`config.mk`:
```
export PLATFORM = sky130hd
export DESIGN_NAME = toy_phy_reg_free_list
export DESIGN_NICKNAME = d
export VERILOG_FILES = /design/src/rtl/toy_phy_reg_free_list.sv
export SDC_FILE = /design/constraint.sdc
export NUM_CORES = 2
export LEC_CHECK = 0
export ABC_CLOCK_PERIOD_IN_PS = 41300
export BUFFER_PORTS_ARGS = -buffer_cell sky130_fd_sc_hd__buf_2
export CAP_MARGIN = 30
export CELL_PAD_IN_SITES_DETAIL_PLACEMENT = 1
export CELL_PAD_IN_SITES_GLOBAL_PLACEMENT = 2
export CORE_UTILIZATION = 40
export CTS_BUF_LIST = sky130_fd_sc_hd__clkbuf_16
export CTS_CLUSTER_SIZE = 14
export DETAILED_ROUTE_END_ITERATION = 10
export MAX_ROUTING_LAYER = met4
export PLACE_DENSITY = 0.9
export SLEW_MARGIN = 20
export SYNTH_ARGS = -nofsm -noshare
export SYNTH_HDL_FRONTEND = slang
export SYNTH_SLANG_ARGS = --single-unit
export TNS_END_PERCENT = 100
```
`constraint.sdc`:
```
create_clock -name clk -period 41.3 [get_ports clk]
set_clock_uncertainty 0.05 [all_clocks]
set_input_delay 10.325 -clock clk [delete_from_list [all_inputs] [get_ports clk]]
set_output_delay 10.325 -clock clk [all_outputs]
set_load 0.03 [all_outputs]
```
`src/rtl/toy_phy_reg_free_list.sv`:
```
// Circular free list of physical register IDs feeding the rename pre-allocation buffer.
// Speculative (rd_ptr) and committed (cmt_ptr) read pointers let a flush rewind allocation.

module toy_phy_reg_free_list_lane #(
  parameter int DEPTH = 96,
  parameter int LANE  = 0,
  parameter int PTR_W = 7,
  parameter int CNT_W = 7
) (
  input  logic [PTR_W-1:0] rd_ptr,
  input  logic [CNT_W-1:0] spec_cnt,
  input  logic             rdy_pfx,
  input  logic             block,
  output logic             vld,
  output logic [PTR_W-1:0] rd_idx
);
  localparam logic [PTR_W:0] DEPTH_L = (PTR_W+1)'(DEPTH);

  logic [PTR_W:0] sum;

  // Explicit compare/subtract wrap so DEPTH need not be a power of two.
  assign sum    = {1'b0, rd_ptr} + (PTR_W+1)'(LANE);
  assign rd_idx = (sum >= DEPTH_L) ? PTR_W'(sum - DEPTH_L) : PTR_W'(sum);
  assign vld    = (spec_cnt > CNT_W'(LANE)) & rdy_pfx & ~block;
endmodule

module toy_phy_reg_free_list #(
  parameter int CHANNEL          = 4,
  parameter int REL_CHANNEL      = 4,
  parameter int PHY_REG_NUM      = 128,
  parameter int ARCH_REG_NUM     = 32,
  parameter int DEPTH            = PHY_REG_NUM - ARCH_REG_NUM,
  parameter int PHY_REG_ID_WIDTH = $clog2(PHY_REG_NUM)
) (
  input  logic                                       clk,
  input  logic                                       rst,
  output logic [CHANNEL-1:0]                         v_m_vld,
  input  logic [CHANNEL-1:0]                         v_m_rdy,
  output logic [CHANNEL-1:0][PHY_REG_ID_WIDTH-1:0]   v_m_pld,
  input  logic [REL_CHANNEL-1:0]                     v_rel_vld,
  input  logic [REL_CHANNEL-1:0][PHY_REG_ID_WIDTH-1:0] v_rel_pld,
  input  logic [$clog2(CHANNEL+1)-1:0]               cmt_alloc_cnt,
  input  logic                                       cancel_edge_en,
  output logic [$clog2(DEPTH+1)-1:0]                 free_cnt
);
  localparam int PTR_W = (DEPTH > 1) ? $clog2(DEPTH) : 1;
  localparam int CNT_W = $clog2(DEPTH + 1);
  localparam int CA_W  = $clog2(CHANNEL + 1);
  localparam int RC_W  = $clog2(REL_CHANNEL + 1);
  localparam logic [PTR_W+1:0] DEPTH_S = (PTR_W+2)'(DEPTH);

  logic [PHY_REG_ID_WIDTH-1:0] mem [DEPTH];
  logic [PTR_W-1:0] rd_ptr, cmt_ptr, wr_ptr;
  logic [CNT_W-1:0] spec_cnt, cmt_cnt;

  logic [CHANNEL-1:0]                rdy_pfx;
  logic [CHANNEL-1:0][PTR_W-1:0]     rd_idx;
  logic [REL_CHANNEL-1:0][PTR_W-1:0] rel_idx;
  logic [CA_W-1:0]  pop;
  logic [RC_W-1:0]  rel;
  logic [PTR_W-1:0] rd_ptr_nxt, cmt_ptr_nxt, wr_ptr_nxt;
  logic [CNT_W-1:0] spec_cnt_nxt, cmt_cnt_nxt;

  function automatic logic [PTR_W-1:0] wrap_add(input logic [PTR_W-1:0] a,
                                                 input logic [PTR_W:0]   b);
    logic [PTR_W+1:0] s;
    s = {2'b00, a} + {1'b0, b};
    if (s >= DEPTH_S) s = s - DEPTH_S;
    return PTR_W'(s);
  endfunction

  // Ready prefix keeps handshakes an in-order contiguous run from channel 0.
  always_comb begin
    rdy_pfx    = '0;
    rdy_pfx[0] = 1'b1;
    for (int i = 1; i < CHANNEL; i++) rdy_pfx[i] = rdy_pfx[i-1] & v_m_rdy[i-1];
  end

  for (genvar i = 0; i < CHANNEL; i++) begin : g_lane
    toy_phy_reg_free_list_lane #(
      .DEPTH (DEPTH),
      .LANE  (i),
      .PTR_W (PTR_W),
      .CNT_W (CNT_W)
    ) u_lane (
      .rd_ptr   (rd_ptr),
      .spec_cnt (spec_cnt),
      .rdy_pfx  (rdy_pfx[i]),
      .block    (cancel_edge_en | rst),
      .vld      (v_m_vld[i]),
      .rd_idx   (rd_idx[i])
    );
    assign v_m_pld[i] = mem[rd_idx[i]];
  end

  always_comb begin
    pop = '0;
    for (int i = 0; i < CHANNEL; i++) pop = pop + CA_W'(v_m_vld[i] & v_m_rdy[i]);
  end

  // k-th asserted release lane lands at wr_ptr+k, packing releases densely.
  always_comb begin
    rel     = '0;
    rel_idx = '0;
    for (int j = 0; j < REL_CHANNEL; j++) begin
      rel_idx[j] = wrap_add(wr_ptr, (PTR_W+1)'(rel));
      rel        = rel + RC_W'(v_rel_vld[j]);
    end
  end

  always_comb begin
    cmt_ptr_nxt = wrap_add(cmt_ptr, (PTR_W+1)'(cmt_alloc_cnt));
    wr_ptr_nxt  = wrap_add(wr_ptr, (PTR_W+1)'(rel));
    cmt_cnt_nxt = cmt_cnt - CNT_W'(cmt_alloc_cnt) + CNT_W'(rel);
    if (cancel_edge_en) begin
      rd_ptr_nxt   = cmt_ptr_nxt;
      spec_cnt_nxt = cmt_cnt_nxt;
    end else begin
      rd_ptr_nxt   = wrap_add(rd_ptr, (PTR_W+1)'(pop));
      spec_cnt_nxt = spec_cnt - CNT_W'(pop) + CNT_W'(rel);
    end
  end

  always_ff @(posedge clk or posedge rst) begin
    if (rst) begin
      rd_ptr   <= '0;
      cmt_ptr  <= '0;
      wr_ptr   <= '0;
      spec_cnt <= CNT_W'(DEPTH);
      cmt_cnt  <= CNT_W'(DEPTH);
    end else begin
      rd_ptr   <= rd_ptr_nxt;
      cmt_ptr  <= cmt_ptr_nxt;
      wr_ptr   <= wr_ptr_nxt;
      spec_cnt <= spec_cnt_nxt;
      cmt_cnt  <= cmt_cnt_nxt;
    end
  end

  // Releases are written even when the list is empty or being cancelled.
  always_ff @(posedge clk or posedge rst) begin
    if (rst) begin
      for (int k = 0; k < DEPTH; k++) mem[k] <= PHY_REG_ID_WIDTH'(ARCH_REG_NUM + k);
    end else begin
      for (int j = 0; j < REL_CHANNEL; j++)
        if (v_rel_vld[j]) mem[rel_idx[j]] <= v_rel_pld[j];
    end
  end

  assign free_cnt = spec_cnt;
endmodule
```
### Yosys cells after proc, flatten, opt, wreduce, memory -nomap -nowiden

Index checks and enable logic that the tools add are counted.

| operators by class | value |
|---|---|
| add/sub/neg operators | 30 |
| multiply operators | 0 |
| divide/modulo/power cells | 0 |
| order comparisons | 27 |
| eq/ne operators | 0 |
| shift-type cells | 0 |
| multiplexer cells | 41 |
| bitwise logic cells | 23 |
| reductions and logical operators | 4 |

Operator list:

| kind | count |
|---|---|
| $bwmux W672 | 4 |
| $mux W672 | 4 |
| $bmux W7 S7 | 4 |
| $demux W7 S7 | 4 |
| $mux W7 | 25 |
| $sub A7 B7 Y7 const B | 11 |
| $ge A8 B7 Y1 const B | 9 |
| $ge A8 B8 Y1 const B | 8 |
| $not A7 Y8 | 8 |
| $add A7 B3 Y8 | 4 |
| $lt A8 B1 Y1 const B | 4 |
| $add A7 B2 Y8 const B | 2 |
| $add A7 B3 Y7 | 2 |
| $ge A7 B7 Y1 const B | 2 |
| $gt A7 B1 Y1 const B | 2 |
| $gt A7 B2 Y1 const B | 2 |
| $sub A7 B3 Y7 | 2 |
| $and A1 B1 Y1 | 13 |
| $add A7 B1 Y8 | 1 |
| $add A7 B1 Y8 const B | 1 |
| $add A7 B2 Y8 | 1 |
| $add A2 B1 Y3 | 2 |
| $add A3 B1 Y3 | 2 |
| $add A1 B1 Y2 | 2 |
| 3 further kinds | 6 |

| storage, ports and cells | value |
|---|---|
| register bits after elaboration | 707 |
| latch bits | 0 |
| memory bits (writable) | 0 |
| memory bits (read-only) | 0 |
| input bits | 42 |
| memories | 0 |

### Logic depth before layout (Yosys ltp)

| depth | value |
|---|---|
| word-level depth | 15 |
| depth in mapped cells | 21 |

### By module

Synthesis repeated with hierarchy kept, for this count alone.

| second synthesis, totals | value |
|---|---|
| cells, all modules | 7861 |
| area total of the unflattened synthesis | 75157.1 um2 |

Modules (own cells, without submodules):

| module | instances | cells an instance | area an instance (um2) | sequential area each (um2) |
|---|---|---|---|---|
| toy_phy_reg_free_list | 1 | 7780 | 74570.3 | 18157.4 |
| toy_phy_reg_free_list_lane (g_lane[3].u_lane) | 1 | 24 | 181.4 | 0.0 |
| toy_phy_reg_free_list_lane (g_lane[2].u_lane) | 1 | 24 | 170.2 | 0.0 |
| toy_phy_reg_free_list_lane (g_lane[1].u_lane) | 1 | 22 | 156.4 | 0.0 |
| toy_phy_reg_free_list_lane (g_lane[0].u_lane) | 1 | 11 | 78.8 | 0.0 |

### Worst setup path after synthesis

Ideal clock, no wire load.

| timing | value |
|---|---|
| path type | input port to output port |
| from | input port rst |
| to | output port v_m_vld[2] |
| arrival | 11.027 ns |
| data required time | 30.925 ns |
| slack | 19.898 ns |
| cell stages on the path | 4 |
| path buffers | 1 |
| path through | nor2_1 > nand3_1 > a311oi_1 > buf_4 |

| on the way | value |
|---|---|
| word-level cells in the longest chain between the ends | 3 |

RTL lines:

| element | RTL line | text |
|---|---|---|
| from (decl) | 36 | `input logic rst,` |
| $or A1 B1 Y1 | 89 | `.block (cancel_edge_en \| rst),` |
| $not A1 Y1 | 24 | `assign vld = (spec_cnt > CNT_W'(LANE)) & rdy_pfx & ~block;` |
| $and A1 B1 Y1 | 24 |  |
| to (decl) | 37 | `output logic [CHANNEL-1:0] v_m_vld,` |

Every way passes these cells.

### Worst setup path in the final report

| timing | value |
|---|---|
| from | input port cancel_edge_en |
| to | output port v_m_vld[2] |

| on the way | value |
|---|---|
| word-level cells in the longest chain between the ends | 3 |

RTL lines:

| element | RTL line | text |
|---|---|---|
| from (decl) | 43 | `input logic cancel_edge_en,` |
| $or A1 B1 Y1 | 89 |  |
| $not A1 Y1 | 24 |  |
| $and A1 B1 Y1 | 24 |  |

Every way passes these cells.

==> flow_metrics.py <==
metrics = {
    "global_route": {
        "gr-usage-met3_pct": 23.3,
        "use_met1_pct": 66.6,
        "grt_busiest_layer": "met2",
        "track_usage_pct": 56.2,
        "grt_util_met2_pct": 74.2,
        "grt_pass1_vias": 82477,
        "grt_max_degree": 140,
        "overflow": 0,
        "grt_antenna_before_repair": 72,
        "grt_first_pass_wirelength_um": 717000,
    },
    "hold_path": {
        "hold_class": "flip-flop to flip-flop",
        "whs_path_depth": 1,
        "min_to": "cmt_ptr[0]$_DFF_PP0_",
        "min_from": "cmt_ptr[0]$_DFF_PP0_",
    },
    "drt": {
        "drt-total-wl_um": 533000,
        "drcViolationCount": 0,
        "drt_iter0_drc": 14653,
        "via_per_inst": 8.06,
        "dr.pass1.iters": 6,
        "dr_total_vias": 86795,
        "ant_nets": 0,
        "wl_per_cell_um": 49.5,
    },
    "timing": {
        "setup_violations": 0,
        "fin_crit_sh_pct": 53.1,
        "slew_viol_final": 0,
        "layout_setup_ws_ns": 19.39,
        "tns_ns": 0,
        "rsz0062_at_grt": "false",
        "clock.fmax_mhz": 45.6,
        "relSlewSlack_pct": 13.9,
        "worst_slew_pin_slew_ns": 1.29,
        "fin_hold_ws_ns": 0.464,
        "hold_viol_final": 0,
        "finalCriticalPeriod_ns": 21.91,
    },
    "finish": {
        "drive_gt1_share_pct": 23.9,
        "syn_to_final_growth_pct": 8.91,
        "nets": 8234,
        "final_cell_mix": "1,078 x nand2_1, 799 x nor2_1, 712 x mux4_2, 707 x nand3_1, 582 x mux2i_1",
        "nFillCells": 21233,
        "layout_commonest_cell": "nand2_1",
    },
    "clock_tree": {
        "cts-root-buf": "clkbuf_16",
        "clockBufferDepth": 3,
        "post_cts.repair.setup_buffers": 0,
        "htree_levels": 3,
        "cts_resized": 0,
        "holdBufCountCts": 0,
        "cts_buffers": 96,
        "clkSinkCount": 707,
        "cts_tree": "yes",
        "clk_pin_slew_ns": 0.06,
        "insertion_delay_ns": 0.83,
    },
    "run_status": {
        "status": "completed",
    },
    "critical_path": {
        "crit_path_end_kind": "primary output",
        "reg2reg_slack_ns": 35.23,
        "rr_endpoint": "mem[604]$_DFF_PP0_",
        "cp_max_fo": 23,
        "cp.required_ns": 30.92,
        "start_kind": "primary input",
        "crit_type": "primary input to primary output",
        "arrival_ns": 11.54,
        "reg2reg_depth": 10,
        "rr_startpoint": "wr_ptr[0]$_DFF_PP0_",
    },
    "floorplan": {
        "io_pins": 81,
        "die_w_um": 435,
        "row_count": 158,
        "die_area_um2": 189000,
        "core_area_um2": 186000,
        "initial_core_util_pct": 40.4,
        "die_h_um": 435,
    },
    "yosys": {
        "ys_warn_count": 0,
        "syn_inst": 8518,
        "netlist_area_um2": 75100,
        "syn-num-nets": 8624,
        "synth-seq-cells": 707,
        "yosys.area.top_type_share_pct": 21.4,
        "synth.distinct_cells": 93,
        "synth_ff_type": "dfstp_2",
        "synth_area_per_cell_um2": 8.82,
        "ys_seq_area_share_pct": 24.2,
        "synth_edf_count": 0,
        "synth_area_leaders": "mux4_2 21%, dfstp_2 13%, dfrtp_1 11%",
        "async_reset_ff_share_pct": 100,
        "yosysTopAreaCell": "mux4_2",
    },
    "placement": {
        "place.gp.congestion": 1.09,
        "post-place-ws_ns": 19.39,
        "port_buffers": 80,
        "post-dp-hpwl_um": 372000,
    },
    "flow_run": {
        "cap_violations": 0,
    },
    "power": {
        "ir_worst_vdd_mv": 0.0947,
        "power_density_nw_per_um2": 110,
        "leakage_nw": 29.8,
    },
}
[Yosys cell counts, types with 26 or more instances]
| cell type | number |
|---|---|
| ha_1 | 50 |
| nor3_1 | 76 |
| buf_2 | 148 |
| o22a_1 | 38 |
| mux2i_1 | 584 |
| nor2_1 | 829 |
| nor2b_1 | 29 |
| a32oi_1 | 39 |
| dfrtp_1 | 335 |
| a31oi_1 | 409 |
| o2111ai_1 | 35 |
| and3_1 | 32 |
| a221o_1 | 38 |
| a21oi_1 | 346 |
| and2_1 | 54 |
| buf_1 | 99 |
| xnor2_1 | 42 |
| dfstp_2 | 372 |
| o221ai_1 | 61 |
| o21ai_0 | 473 |
| nor4_1 | 26 |
| a211o_1 | 48 |
| o211ai_1 | 362 |
| a211oi_1 | 60 |
| o22ai_1 | 33 |
| inv_1 | 53 |
| a22oi_1 | 75 |
| nand2_1 | 1080 |
| nand4_1 | 57 |
| nand3_1 | 713 |
| mux2_2 | 124 |
| clkbuf_1 | 673 |
| mux4_2 | 712 |
| a221oi_1 | 51 |
[critical path, stage by stage]
cell and delay (ns):
buf_2 0.24, nor2_1 0.25, nand3_1 0.12, a311oi_1 0.34, buf_2 0.27
[cells by family (layout without fill, tap and decap cells)]
kind of cell | after synthesis | after routing | share of synthesized area [%]
AOI/OAI and AO/OA | 2235 | 2235 | 19.7
xor gates and xnor gates | 62 | 62 | 0.753
adders and majority gates | 64 | 64 | 1.21
buffers and inverters | 996 | 690 | 5.34
DFF | 707 | 707 | 24.2
muxes | 1420 | 1420 | 31.0
other | 0 | 75 | 0
and+or+nand+nor | 3034 | 3034 | 17.9
[layer usage]
| layer | vias up | routed length, µm |
|---|---|---|
| met2 | 8019 | 211000 |
| met5 | - | 0 |
| li1 | 32075 | - |
| met3 | 2384 | 80900 |
| met4 | 0 | 53700 |
| met1 | 44317 | 187000 |
[cell type report]
type                    count  area [µm²]  area share (%)
diodes                     75         188           0.229
clock buffers              98        2450            3.00
clock inverters            84         624           0.763
inverters                  57         221           0.271
multi-input cells        6815       53600            65.5
flip-flops and latches    707       18200            22.2
well taps                2480        3100            3.79
repair buffers            451        3490            4.27
[state kept, by name, indices dropped and copies added (netlist names)]
name / count
cmt_cnt: 7
cmt_ptr: 7
free_cnt: 7
mem: 672
rd_ptr: 7
wr_ptr: 7
[stage by stage]
stage	util, %	cells	instance area (µm²)	power, W
floorplan	-	8518	75100	0.00502
global placement	41.8	10436	77800	0.00757
detailed placement	42.0	10472	78200	0.00771
CTS	43.7	10654	81300	0.00861
global route	43.9	10750	81800	0.00901
finish	44.0	10767	81800	0.00902
[where the power goes]
part           internal (W)  switching (W)
Combinational       0.00227        0.00402
Sequential          0.00116       0.000689
Clock              0.000474       0.000403
Total               0.00390        0.00512
[worst max-delay path by stage]
stage          slack [ns]  cells past startpoint                   end           start
3_5_place_dp        19.39                      5            v_m_vld[2]  cancel_edge_en
2_1_floorplan       11.71                      1  cmt_cnt[0]$_DFF_PP0_             rst
4_1_cts             19.39                      5            v_m_vld[2]  cancel_edge_en
6_report            19.39                      5            v_m_vld[2]  cancel_edge_en
5_1_grt             19.26                      5            v_m_vld[2]  cancel_edge_en
3_3_place_gp        19.30                      5            v_m_vld[2]  cancel_edge_en
Note: power is estimated with default switching activity, not from simulation.
